### src/rtl/fetch_queue.sv
// Instruction fetch queue: circular buffer of {pc, instr} pairs between fetch and decode.
// Optional zero-latency empty-queue bypass enabled by defining FETCH_QUEUE_BYPASS_EN.
module fetch_queue #(
  parameter int unsigned DEPTH = 4,
  parameter int unsigned AW    = 2
) (
  input  logic          Clk,
  input  logic          Clr_n,
  input  logic          flush,
  input  logic          in_valid,
  input  logic [31:0]   in_pc,
  input  logic [31:0]   in_instr,
  output logic          in_ready,
  output logic          out_valid,
  output logic [31:0]   out_pc,
  output logic [31:0]   out_instr,
  input  logic          out_ready,
  output logic [AW:0]   count
);

  localparam int unsigned PW = AW + 1;

  typedef struct packed {
    logic [31:0] pc;
    logic [31:0] instr;
  } entry_t;

  entry_t        mem [DEPTH];
  logic [PW-1:0] wr_ptr;
  logic [PW-1:0] rd_ptr;
  logic          empty;
  logic          full;
  logic          push;
  logic          pop;
  logic          bypass;
  entry_t        head;

  // Status decodes from registered pointers only
  always_comb begin
    empty    = (wr_ptr == rd_ptr);
    full     = (wr_ptr[AW-1:0] == rd_ptr[AW-1:0]) && (wr_ptr[AW] != rd_ptr[AW]);
    count    = wr_ptr - rd_ptr;
    in_ready = !full;
  end

  // Handshake qualification and head presentation
  always_comb begin
    bypass = 1'b0;
`ifdef FETCH_QUEUE_BYPASS_EN
    bypass = empty && in_valid && !flush;
`endif
    head      = mem[rd_ptr[AW-1:0]];
    out_valid = !empty || bypass;
    out_pc    = 32'h0;
    out_instr = 32'h0;
    if (bypass) begin
      out_pc    = in_pc;
      out_instr = in_instr;
    end else if (!empty) begin
      out_pc    = head.pc;
      out_instr = head.instr;
    end
    // A bypassed entry consumed the same cycle is never written
    push = in_valid && !full && !flush && !(bypass && out_ready);
    pop  = !empty && out_ready && !flush;
  end

  always_ff @(posedge Clk or negedge Clr_n) begin
    if (!Clr_n) begin
      wr_ptr <= '0;
      rd_ptr <= '0;
    end else if (flush) begin
      wr_ptr <= '0;
      rd_ptr <= '0;
    end else begin
      if (push) wr_ptr <= wr_ptr + PW'(1);
      if (pop)  rd_ptr <= rd_ptr + PW'(1);
    end
  end

  // Storage carries no reset; occupancy is defined by the pointers alone
  always_ff @(posedge Clk) begin
    if (push) mem[wr_ptr[AW-1:0]] <= '{pc: in_pc, instr: in_instr};
  end

endmodule

### config.mk
export PLATFORM = sky130hd
export DESIGN_NAME = fetch_queue
export DESIGN_NICKNAME = d
export VERILOG_FILES = /design/src/rtl/fetch_queue.sv
export SDC_FILE = /design/constraint.sdc
export NUM_CORES = 1
export LEC_CHECK = 0
export BUFFER_PORTS_ARGS = -buffer_cell sky130_fd_sc_hd__buf_2
export CORE_UTILIZATION = 45
export CTS_BUF_LIST = sky130_fd_sc_hd__clkbuf_8 sky130_fd_sc_hd__clkbuf_16
export DETAILED_ROUTE_END_ITERATION = 8
export MAX_ROUTING_LAYER = met4
export PLACE_DENSITY = 0.63
export SYNTH_ARGS = -nofsm -noshare
export SYNTH_HDL_FRONTEND = slang
export SYNTH_SLANG_ARGS = --single-unit
### constraint.sdc
create_clock -name Clk -period 5.7 [get_ports Clk]
set_clock_uncertainty 0.2 [all_clocks]
set_input_delay 0.57 -clock Clk [delete_from_list [all_inputs] [get_ports Clk]]
set_output_delay 0.57 -clock Clk [all_outputs]
set_load 0.05 [all_outputs]
==> flow_metrics.tcl, run 1 <==
set metrics [dict create \
    drv_cap 0 \
    drt-total-wl_mm 19.3 \
    cts.path.max_buffers 3 \
    antenna_found_initial 3 \
    port_buffers 137 \
    critPathCaptureType "output pin" \
    max_slew.worst_pin.slew_ps 1120 \
    max_slew_margin 0.250 \
    globalplace.congestion 0.752 \
    fmax_mhz 242 \
    clk_latency_ps 520 \
    netlist_area_mm2 0.0103 \
    yosys_warnings 0 \
    drc 0 \
    postCtsSetupRepairBufs 0 \
    drive_gt1_frac 0.398 \
    seqCellArea_mm2 0.00785 \
    crit_arrival_ps 3370 \
    rr_worst_depth 5 \
    netlist-cell-type-count 35 \
    via_count 4976 \
    root_buffer "clkbuf_16" \
    rsz0062_at_grt "false" \
    tns_ps 0 \
    worstHoldPathCells 1 \
    fill_cells 1708 \
    syn_inst 471 \
    ys_async_sr_fraction 0.0229 \
    crit_required_ps 4930 \
    start_util 0.465 \
    layout_common_cells "edfxtp_1 (256), buf_2 (137), mux4_2 (64), and2_1 (64), clkbuf_16 (27)" \
    cts_buffers 27 \
    die_area_mm2 0.0235 \
    synth_fp_nets 548 \
    hold_class "in -> reg" \
    fin_crit_sh 0.726 \
    grt_overflow_total 0 \
    crit_path_start_kind "register" \
    final-setup-viol-count 0 \
    fp.dieH_um 153 \
    multi_input_area_mm2 0.00226 \
    status "finished clean" \
    cts_sinks 262 \
    grt_pass1_vias 5425 \
    area_growth_pct 16.7 \
    synth_edf_count 256 \
    wl_per_cell_um 21.0 \
    postSynthAreaPerCell_um2 21.8 \
    ys_ff_latch 262 \
    cts_tree "built" \
    period_minus_slack_ps 4140 \
    via_per_inst 5.43 \
    h-tree-depth 1 \
    nets 694 \
    die_w_um 153 \
    grt_util_all_layers 0.174 \
    ios 138 \
    crit_fanout 42 \
    final_common_cell "edfxtp_1" \
    grt_pass1_wl_mm 29.9 \
    seq_area_frac_synth 0.762 \
    drt.antenna.violating_nets 0 \
    hold_viol_final 0 \
    drt_pass1_iterations 4 \
    clk_pin_slew_ps 60 \
    rows 54 \
    core_area_mm2 0.0221 \
    grt_max_degree 68 \
    drtIter0Drc 250 \
    slew_viol_final 0 \
    place_hpwl_mm 10.7 \
    ys.flop_type "edfxtp_1" \
    crit_type "reg -> out" \
]
-- synthesized netlist by cell type (2+ instances only) --
cell type	count	area, µm²
clkbuf_1	8	30.0
nand3_1	6	30.0
and3_1	3	18.8
a31oi_1	5	31.3
nand3b_1	2	15.0
buf_2	7	35.0
nor3b_1	2	15.0
nand4b_1	2	17.5
nand2_1	4	15.0
nor2b_1	2	12.5
and2_1	64	400
clkbuf_2	4	20.0
mux4_2	64	1440
nor2_1	3	11.3
edfxtp_1	256	7690
inv_1	5	18.8
buf_12	4	80.1
or4_1	2	15.0
dfrtp_1	6	150
ha_1	7	87.6
-- final cells by class --
type                       instances  share of cell area
clock buffer                      30              0.0598
tap                              280              0.0292
sequential                       262               0.654
inverter                           5             0.00156
antenna                            3            0.000626
multi-input combinational        179               0.189
timing repair buffer             142              0.0605
clock inverter                    15             0.00574
-- layer usage --
| metal | global-route usage | vias up | part of all wire |
|---|---|---|---|
| li1 | - | 2205 | - |
| met1 | 0.229 | 2569 | 0.43 |
| met2 | 0.281 | 169 | 0.49 |
| met3 | 0.0349 | 33 | 0.059 |
| met4 | 0.0414 | 0 | 0.021 |
| met5 | - | - | 0 |
-- stage by stage --
step / hold slack (ps) / std cells / worst slack [ps] / instance area, µm² / utilization
finish: 66.4 / 916 / 1560 / 12000 / 0.543
global route: 50.9 / 916 / 1230 / 12000 / 0.543
CTS: 46.3 / 913 / 1470 / 12000 / 0.543
detailed placement: 213 / 867 / 2030 / 11200 / 0.507
global placement: 203 / 867 / 2120 / 11200 / 0.507
floorplan: 74.4 / 471 / 1720 / 10300 / -
-- registers in the layout (all words and copies together) (netlist names) --
signal and cells:
mem 256, rd_ptr 3, wr_ptr 3
-- final timing paths --
path,start,end,slack (ps)
min in group asynchronous,Clr_n,wr_ptr[0]$_DFFE_PN0P_,210
max,rd_ptr[0]$_DFFE_PN0P_,out_pc[11],1560
max reg2reg,rd_ptr[0]$_DFFE_PN0P_,mem[0][27]$_DFFE_PP_,2150
min,in_instr[22],mem[2][22]$_DFFE_PP_,70
min reg2reg,wr_ptr[1]$_DFFE_PN0P_,wr_ptr[1]$_DFFE_PN0P_,440
max in group asynchronous,Clr_n,rd_ptr[0]$_DFFE_PN0P_,4900
-- worst max-delay path: stages (launching register included) --
cell,delay (ps)
dfrtp_4,710
ha_1,490
nand3_2,710
buf_4,510
and2_1,170
buf_2,210
-- logic make-up after synthesis --
kind of cell / share of synthesized area
flip-flops: 0.762
AND/OR/NAND/NOR: 0.0582
multiplexers: 0.141
buffers and inverters: 0.0197
AO/OA/AOI/OAI: 0.00548
adder cells (fa/ha/maj): 0.0105
XOR/XNOR: 0.00243
-- timing repair --
action                                 4_1_cts  5_1_grt
resized for setup                            0        0
hold buffers                                 1        0
endpoints found under the hold margin        6        0
Power of run 1 is not shown: default switching activity piles up to over one toggle a cycle in this logic, so the estimate is an artifact.
==> inputs of run 2 (changes only) <==
--- a/config.mk
+++ b/config.mk
@@ -5,12 +5,13 @@
 export SDC_FILE = /design/constraint.sdc
 export NUM_CORES = 1
 export LEC_CHECK = 0
+export ABC_AREA = 1
 export BUFFER_PORTS_ARGS = -buffer_cell sky130_fd_sc_hd__buf_2
 export CORE_UTILIZATION = 45
 export CTS_BUF_LIST = sky130_fd_sc_hd__clkbuf_8 sky130_fd_sc_hd__clkbuf_16
 export DETAILED_ROUTE_END_ITERATION = 8
 export MAX_ROUTING_LAYER = met4
-export PLACE_DENSITY = 0.63
+export PLACE_DENSITY = 0.65
 export SYNTH_ARGS = -nofsm -noshare
 export SYNTH_HDL_FRONTEND = slang
 export SYNTH_SLANG_ARGS = --single-unit
==> constraint.sdc (replaced) <==
create_clock -name Clk -period 3.7 [get_ports Clk]
set_clock_uncertainty 0.2 [all_clocks]
set_input_delay 0.37 -clock Clk [delete_from_list [all_inputs] [get_ports Clk]]
set_output_delay 0.37 -clock Clk [all_outputs]
set_load 0.05 [all_outputs]
==> run 2 against run 1 <==
Net effect:
- via count up 36%
- critical path depth up 3
- global-route usage up 2.1 points
- utilization up 2.5 points
- first-iteration DRC count up 80%
- setup slack worse by 1200 ps
- worst hold slack worse by 1.4 ps
- area after synthesis up 1.4%
- critical path type unchanged
==> flow_metrics.tcl, run 2 <==
set metrics [dict create \
    regToRegStartpoint "rd_ptr[0]$_DFFE_PN0P_" \
    clk_latency_ps 540 \
    drt.antenna.violating_nets 0 \
    via_per_inst 5.08 \
    hold_viol_final 0 \
    yosys_warnings 0 \
    critPathCaptureType "output pin" \
    area_growth_pct 23.8 \
    finalNonFillerCells 1334 \
    cts.path.max_buffers 3 \
    clk_pin_slew_ps 60 \
    fin_hold_ws_ps 65.0 \
    slew_viol_final 0 \
    clkPwrFrac 0.331 \
    postCtsSetupRepairBufs 0 \
    final_common_cell "nor2_1" \
    seqPwrFrac 0.427 \
    seq_area_frac_synth 0.752 \
    worstSetupStartpoint "rd_ptr[0]$_DFFE_PN0P_" \
    ys.flop_type "edfxtp_1" \
    h-tree-depth 1 \
    die_area_mm2 0.0238 \
    cts_tree "built" \
    period_minus_slack_ps 3370 \
    grt_util_all_layers 0.195 \
    fp.dieH_um 154 \
    ios 138 \
    grt_pass1_vias 6640 \
    netlist-cell-type-count 20 \
    ys_ff_latch 262 \
    switching_share 0.330 \
    synth.most_common_cell "nor2_1" \
    power.switching_uw 2610 \
    final-setup-viol-count 0 \
    largest_register_ffs 256 \
    netlist_area_mm2 0.0104 \
    cts_sinks 262 \
    cts_buffers 28 \
    synth_edf_count 256 \
    synth_top_area_frac 0.738 \
    finalPower_uw 7900 \
    globalplace.congestion 0.789 \
    synth_fp_nets 900 \
    crit_arrival_ps 2800 \
    rsz0062_at_grt "false" \
    rr_worst_depth 7 \
    power.density_mw_per_mm2 612 \
    final_util 0.568 \
    drc 0 \
    max_slew.worst_pin.slew_ps 871 \
    via_count 6781 \
    core_area_mm2 0.0227 \
    fill_cells 1860 \
    postSynthAreaPerCell_um2 12.7 \
    nets 1103 \
    port_buffers 137 \
    antenna_found_initial 2 \
    synthTopCellsByArea "edfxtp_1 (74%), nor2_1 (9.4%), o21ai_0 (5.9%)" \
    crit_path_start_kind "register" \
    dp_cells 1213 \
    multi_input_area_mm2 0.00225 \
    hold_class "in -> reg" \
    drt-total-wl_mm 22.5 \
    peakVddDrop_mv 0.469 \
    max_slew_margin 0.419 \
    ys_async_sr_fraction 0.0229 \
    worstHoldPathCells 5 \
    drtIter0Drc 450 \
    die_w_um 154 \
    syn_inst 823 \
    place_hpwl_mm 12.4 \
    worstHoldStart "flush" \
    rows 55 \
    grt_max_degree 68 \
    yosysTopAreaCell "edfxtp_1" \
    netlist_top_cells_count "nor2_1 (262), edfxtp_1 (256), o21ai_0 (123), a21oi_1 (64), nand2_1 (18)" \
    leakagePower_uw 0.00481 \
    intPower_uw 5290 \
    pwr-share-comb 0.242 \
    placed_area_mm2 0.0113 \
    crit_type "reg -> out" \
    drv_cap 0 \
    crit_fanout 45 \
    fin_area_mm2 0.0129 \
    status "finished clean" \
    seqCellArea_mm2 0.00784 \
    wl_per_cell_um 16.9 \
    fin_crit_sh 0.911 \
    drt_pass1_iterations 5 \
    grt_pass1_wl_mm 35.1 \
    layout_common_cells "nor2_1 (258), edfxtp_1 (256), buf_2 (137), o21ai_0 (123), dlygate4sd3_1 (68)" \
    grt_overflow_total 0 \
    root_buffer "clkbuf_16" \
    drive_gt1_frac 0.197 \
    start_util 0.459 \
    crit_required_ps 3130 \
    fmax_mhz 297 \
]
run 2: changes by cell type after synthesis, sizes merged, moves of 24 or more:
cell,delta
nor2,+259
o21ai,+128
a21oi,+64
and2,-64
mux4,-64
buf,+24
run 2: metal layers:
metal | vias to the layer above | global-route usage | wire length, µm
met5 | - | - | 0
met2 | 182 | 0.331 | 11100
met4 | 0 | 0.0514 | 532
li1 | 3322 | - | -
met3 | 42 | 0.0286 | 1100
met1 | 3235 | 0.245 | 9790
run 2: kinds of logic after synthesis:
logic type / after synthesis / synth area share
buffers and inverters: 65 / 0.0353
xor gates and xnor gates: 1 / 0.000841
and+or+nand+nor: 295 / 0.109
AOI/OAI and AO/OA: 192 / 0.0922
DFF: 262 / 0.752
adders and majority gates: 8 / 0.0103
run 2: final cells by class:
cell class                 instances  share of cell area
clock inverter                    23              0.0133
timing repair buffer             222               0.118
tap                              285              0.0276
antenna                            2            0.000388
sequential                       262               0.608
clock buffer                      28              0.0543
multi-input combinational        496               0.174
inverter                          16             0.00494
run 2: path summary, 6_finish.rpt:
check | endpoint | slack [ps]
worst max-delay path | out_pc[11] | 330
worst min-delay path | wr_ptr[1]$_DFFE_PN0P_ | 60
worst max register to register | mem[2][59]$_DFFE_PP_ | 820
worst min register to register | wr_ptr[2]$_DFFE_PN0P_ | 390
max in group asynchronous | rd_ptr[1]$_DFFE_PN0P_ | 2450
min in group asynchronous | rd_ptr[0]$_DFFE_PN0P_ | 580
run 2: through the flow:
| step | setup WS [ps] | TNS [ps] |
|---|---|---|
| floorplan | -559 | -143010 |
| global placement | 619 | 0 |
| detailed placement | 581 | 0 |
| CTS | 281 | 0 |
| global route | 157 | 0 |
| finish | 329 | 0 |
run 2: critical path, stage by stage, from the launching register on:
cell	delay [ps]
dfrtp_4	570
ha_1	330
nand2_1	50
inv_1	80
nand3_2	140
inv_4	480
buf_4	300
a21oi_1	60
buf_2	220
run 2: power groups by stage:
stage          Sequential [µW]  Clock [µW]  Combinational (µW)
2_1_floorplan             3420           0                1440
5_1_grt                   3380        2780                2050
4_1_cts                   3370        2660                1930
3_5_place_dp              3430           0                1860
3_3_place_gp              3430           0                1850
6_report                  3370        2620                1910
run 2: what timing repair did:
| action | in CTS | in global routing |
|---|---|---|
| endpoints found under the setup margin | 10 | 0 |
| hold buffers | 68 | 0 |
| endpoints found under the hold margin | 268 | 0 |
| resized for setup | 1 | 0 |
No activity file was read; power rests on OpenSTA's default activity.
==> inputs of run 3 (changes only) <==
--- a/config.mk
+++ b/config.mk
@@ -11,7 +11,8 @@
 export CTS_BUF_LIST = sky130_fd_sc_hd__clkbuf_8 sky130_fd_sc_hd__clkbuf_16
 export DETAILED_ROUTE_END_ITERATION = 8
 export MAX_ROUTING_LAYER = met4
-export PLACE_DENSITY = 0.65
+export PLACE_DENSITY = 0.63
+export RECOVER_POWER = 25
 export SYNTH_ARGS = -nofsm -noshare
 export SYNTH_HDL_FRONTEND = slang
 export SYNTH_SLANG_ARGS = --single-unit
==> constraint.sdc (replaced) <==
create_clock -name Clk -period 4.34 [get_ports Clk]
set_clock_uncertainty 0.2 [all_clocks]
set_input_delay 0.434 -clock Clk [delete_from_list [all_inputs] [get_ports Clk]]
set_output_delay 0.434 -clock Clk [all_outputs]
set_load 0.05 [all_outputs]
==> run 3 against run 2 <==
Net effect:
- final area fell by 0.33%
- utilization is 0.19 points lower
- worst hold slack lost 46 ps
- first-iteration DRC count increased by 1.6%
- largest cell class unchanged
==> flow_metrics.tcl, run 3 (synthesized netlist as in run 2, its figures left out) <==
set metrics [dict create \
    status "finished clean" \
    critPathCaptureType "output pin" \
    die_area_mm2 0.0238 \
    cts.path.max_buffers 3 \
    die_w_um 154 \
    crit_fanout 29 \
    period_minus_slack_ps 3400 \
    fin_area_mm2 0.0129 \
    crit_path_start_kind "register" \
    hold_class "in -> reg" \
    fp.dieH_um 154 \
    final_util 0.566 \
    place_hpwl_mm 12.1 \
    final_common_cell "nor2_1" \
    path_cells "inv_1 > ha_1 > nand2_1 > inv_1 > nand3_2 > inv_2 > buf_4 > a21oi_1 > buf_2" \
    max_slew.worst_pin.slew_ps 862 \
    wl_per_cell_um 16.8 \
    leakagePower_uw 0.00471 \
    hold_viol_final 0 \
    crit_family "buffers and inverters" \
    post_cts_resized 0 \
    fin_crit_sh 0.784 \
    cpMostUsedCell "inv_1" \
    tns_ps 0 \
    core_area_mm2 0.0227 \
    fill_cells 1875 \
    placed_area_mm2 0.0114 \
    antenna_found_initial 1 \
    r2r-end "mem[3][38]$_DFFE_PP_" \
    crit_arrival_ps 2770 \
    drt-total-wl_mm 22.3 \
    cts_buffers 28 \
    cts_sinks 262 \
    globalplace.congestion 0.793 \
    peakVddDrop_mv 0.428 \
    slew_viol_final 0 \
    max_slew_margin 0.424 \
    cts_tree "built" \
    fmax_mhz 294 \
    switching_share 0.326 \
    crit_required_ps 3710 \
    dp_cells 1208 \
    r2r_slack_ps 1300 \
    grt_util_all_layers 0.195 \
    drive_gt1_frac 0.153 \
    drc 0 \
    finalNonFillerCells 1327 \
    rsz0062_at_grt "false" \
    worstHoldPathCells 3 \
    grt_overflow_total 0 \
    drtIter0Drc 457 \
    final-setup-viol-count 0 \
    critPathSlowestCell "inv_2" \
    grt_pass1_wl_mm 34.9 \
    rr_worst_depth 8 \
    power.switching_uw 2200 \
    drv_cap 0 \
    power.density_mw_per_mm2 524 \
    crit_type "reg -> out" \
    via_count 6713 \
    clk_latency_ps 520 \
    rows 55 \
    clk_pin_slew_ps 60 \
    layout_common_cells "nor2_1 (258), edfxtp_1 (256), o21ai_0 (123), buf_2 (97), dlygate4sd3_1 (66)" \
    regToRegStartpoint "wr_ptr[0]$_DFFE_PN0P_" \
    path_buf_inv 5 \
    drt_pass1_iterations 5 \
    worstHoldStart "in_valid" \
    h-tree-depth 1 \
    ios 138 \
    via_per_inst 5.06 \
    drt.antenna.violating_nets 0 \
    grt_pass1_vias 6515 \
    largest_register_ffs 256 \
    slowest_delay_ps 480 \
    nets 1096 \
    area_growth_pct 23.4 \
    fin_hold_ws_ps 19.2 \
    intPower_uw 4540 \
    seqPwrFrac 0.426 \
    hold_path_end "wr_ptr[0]$_DFFE_PN0P_" \
    grt_max_degree 103 \
    port_buffers 137 \
    root_buffer "clkbuf_16" \
    clkPwrFrac 0.334 \
    pwr-share-comb 0.240 \
    start_util 0.459 \
]
[run 3: worst max-delay path by stage]
stage,depth (start not counted),to,startpoint
after floorplan,8,mem[0][0]$_DFFE_PP_,rd_ptr[1]$_DFFE_PN0P_
after global placement,8,mem[3][26]$_DFFE_PP_,wr_ptr[0]$_DFFE_PN0P_
after detailed placement,8,mem[3][24]$_DFFE_PP_,wr_ptr[0]$_DFFE_PN0P_
after CTS,9,out_instr[22],wr_ptr[0]$_DFFE_PN0P_
after global routing,9,out_instr[12],wr_ptr[0]$_DFFE_PN0P_
final,9,out_instr[12],wr_ptr[0]$_DFFE_PN0P_
[run 3: cell type report]
type                       count  area, µm²  area share
clock buffer                  33        781      0.0607
sequential                   262       7840       0.610
inverter                      16       61.3     0.00477
timing repair buffer         215       1460       0.114
clock inverter                19        111     0.00866
tap                          285        357      0.0277
antenna                        1       2.50    0.000195
multi-input combinational    496       2250       0.175
[run 3: layer usage]
metal | track usage | vias up | wire length [µm]
met5 | - | - | 0
met4 | 0.0529 | 0 | 541
met3 | 0.0252 | 39 | 1220
met2 | 0.325 | 200 | 10900
met1 | 0.254 | 3167 | 9610
li1 | - | 3307 | -
[run 3: power groups by stage]
| stage | clock network (µW) | logic (µW) | registers [µW] |
|---|---|---|---|
| 4_1_cts | 2290 | 1640 | 2870 |
| 6_report | 2250 | 1620 | 2870 |
| 5_1_grt | 2390 | 1740 | 2870 |
| 2_1_floorplan | 0 | 1220 | 2920 |
| 3_3_place_gp | 0 | 1580 | 2920 |
| 3_5_place_dp | 0 | 1590 | 2920 |
[run 3: through the flow]
stage / worst slack [ps] / power [µW]
2_1_floorplan: -905 / 4150
3_3_place_gp: 1350 / 4500
3_5_place_dp: 1230 / 4510
4_1_cts: 850 / 6800
5_1_grt: 680 / 7000
6_report: 939 / 6740
[run 3: timing repair]
item,in CTS,in global routing
endpoints found under the setup margin,0,0
buffers inserted,0,0
endpoints found under the hold margin,264,0
hold buffers,66,0
[run 3: worst register-to-register path, cell delays in order (launching register included)]
cell	delay, ps
dfrtp_1	400
inv_1	110
ha_1	320
nand2_1	70
inv_1	50
nand3_1	150
nand3_1	350
nor2_4	780
buf_12	300
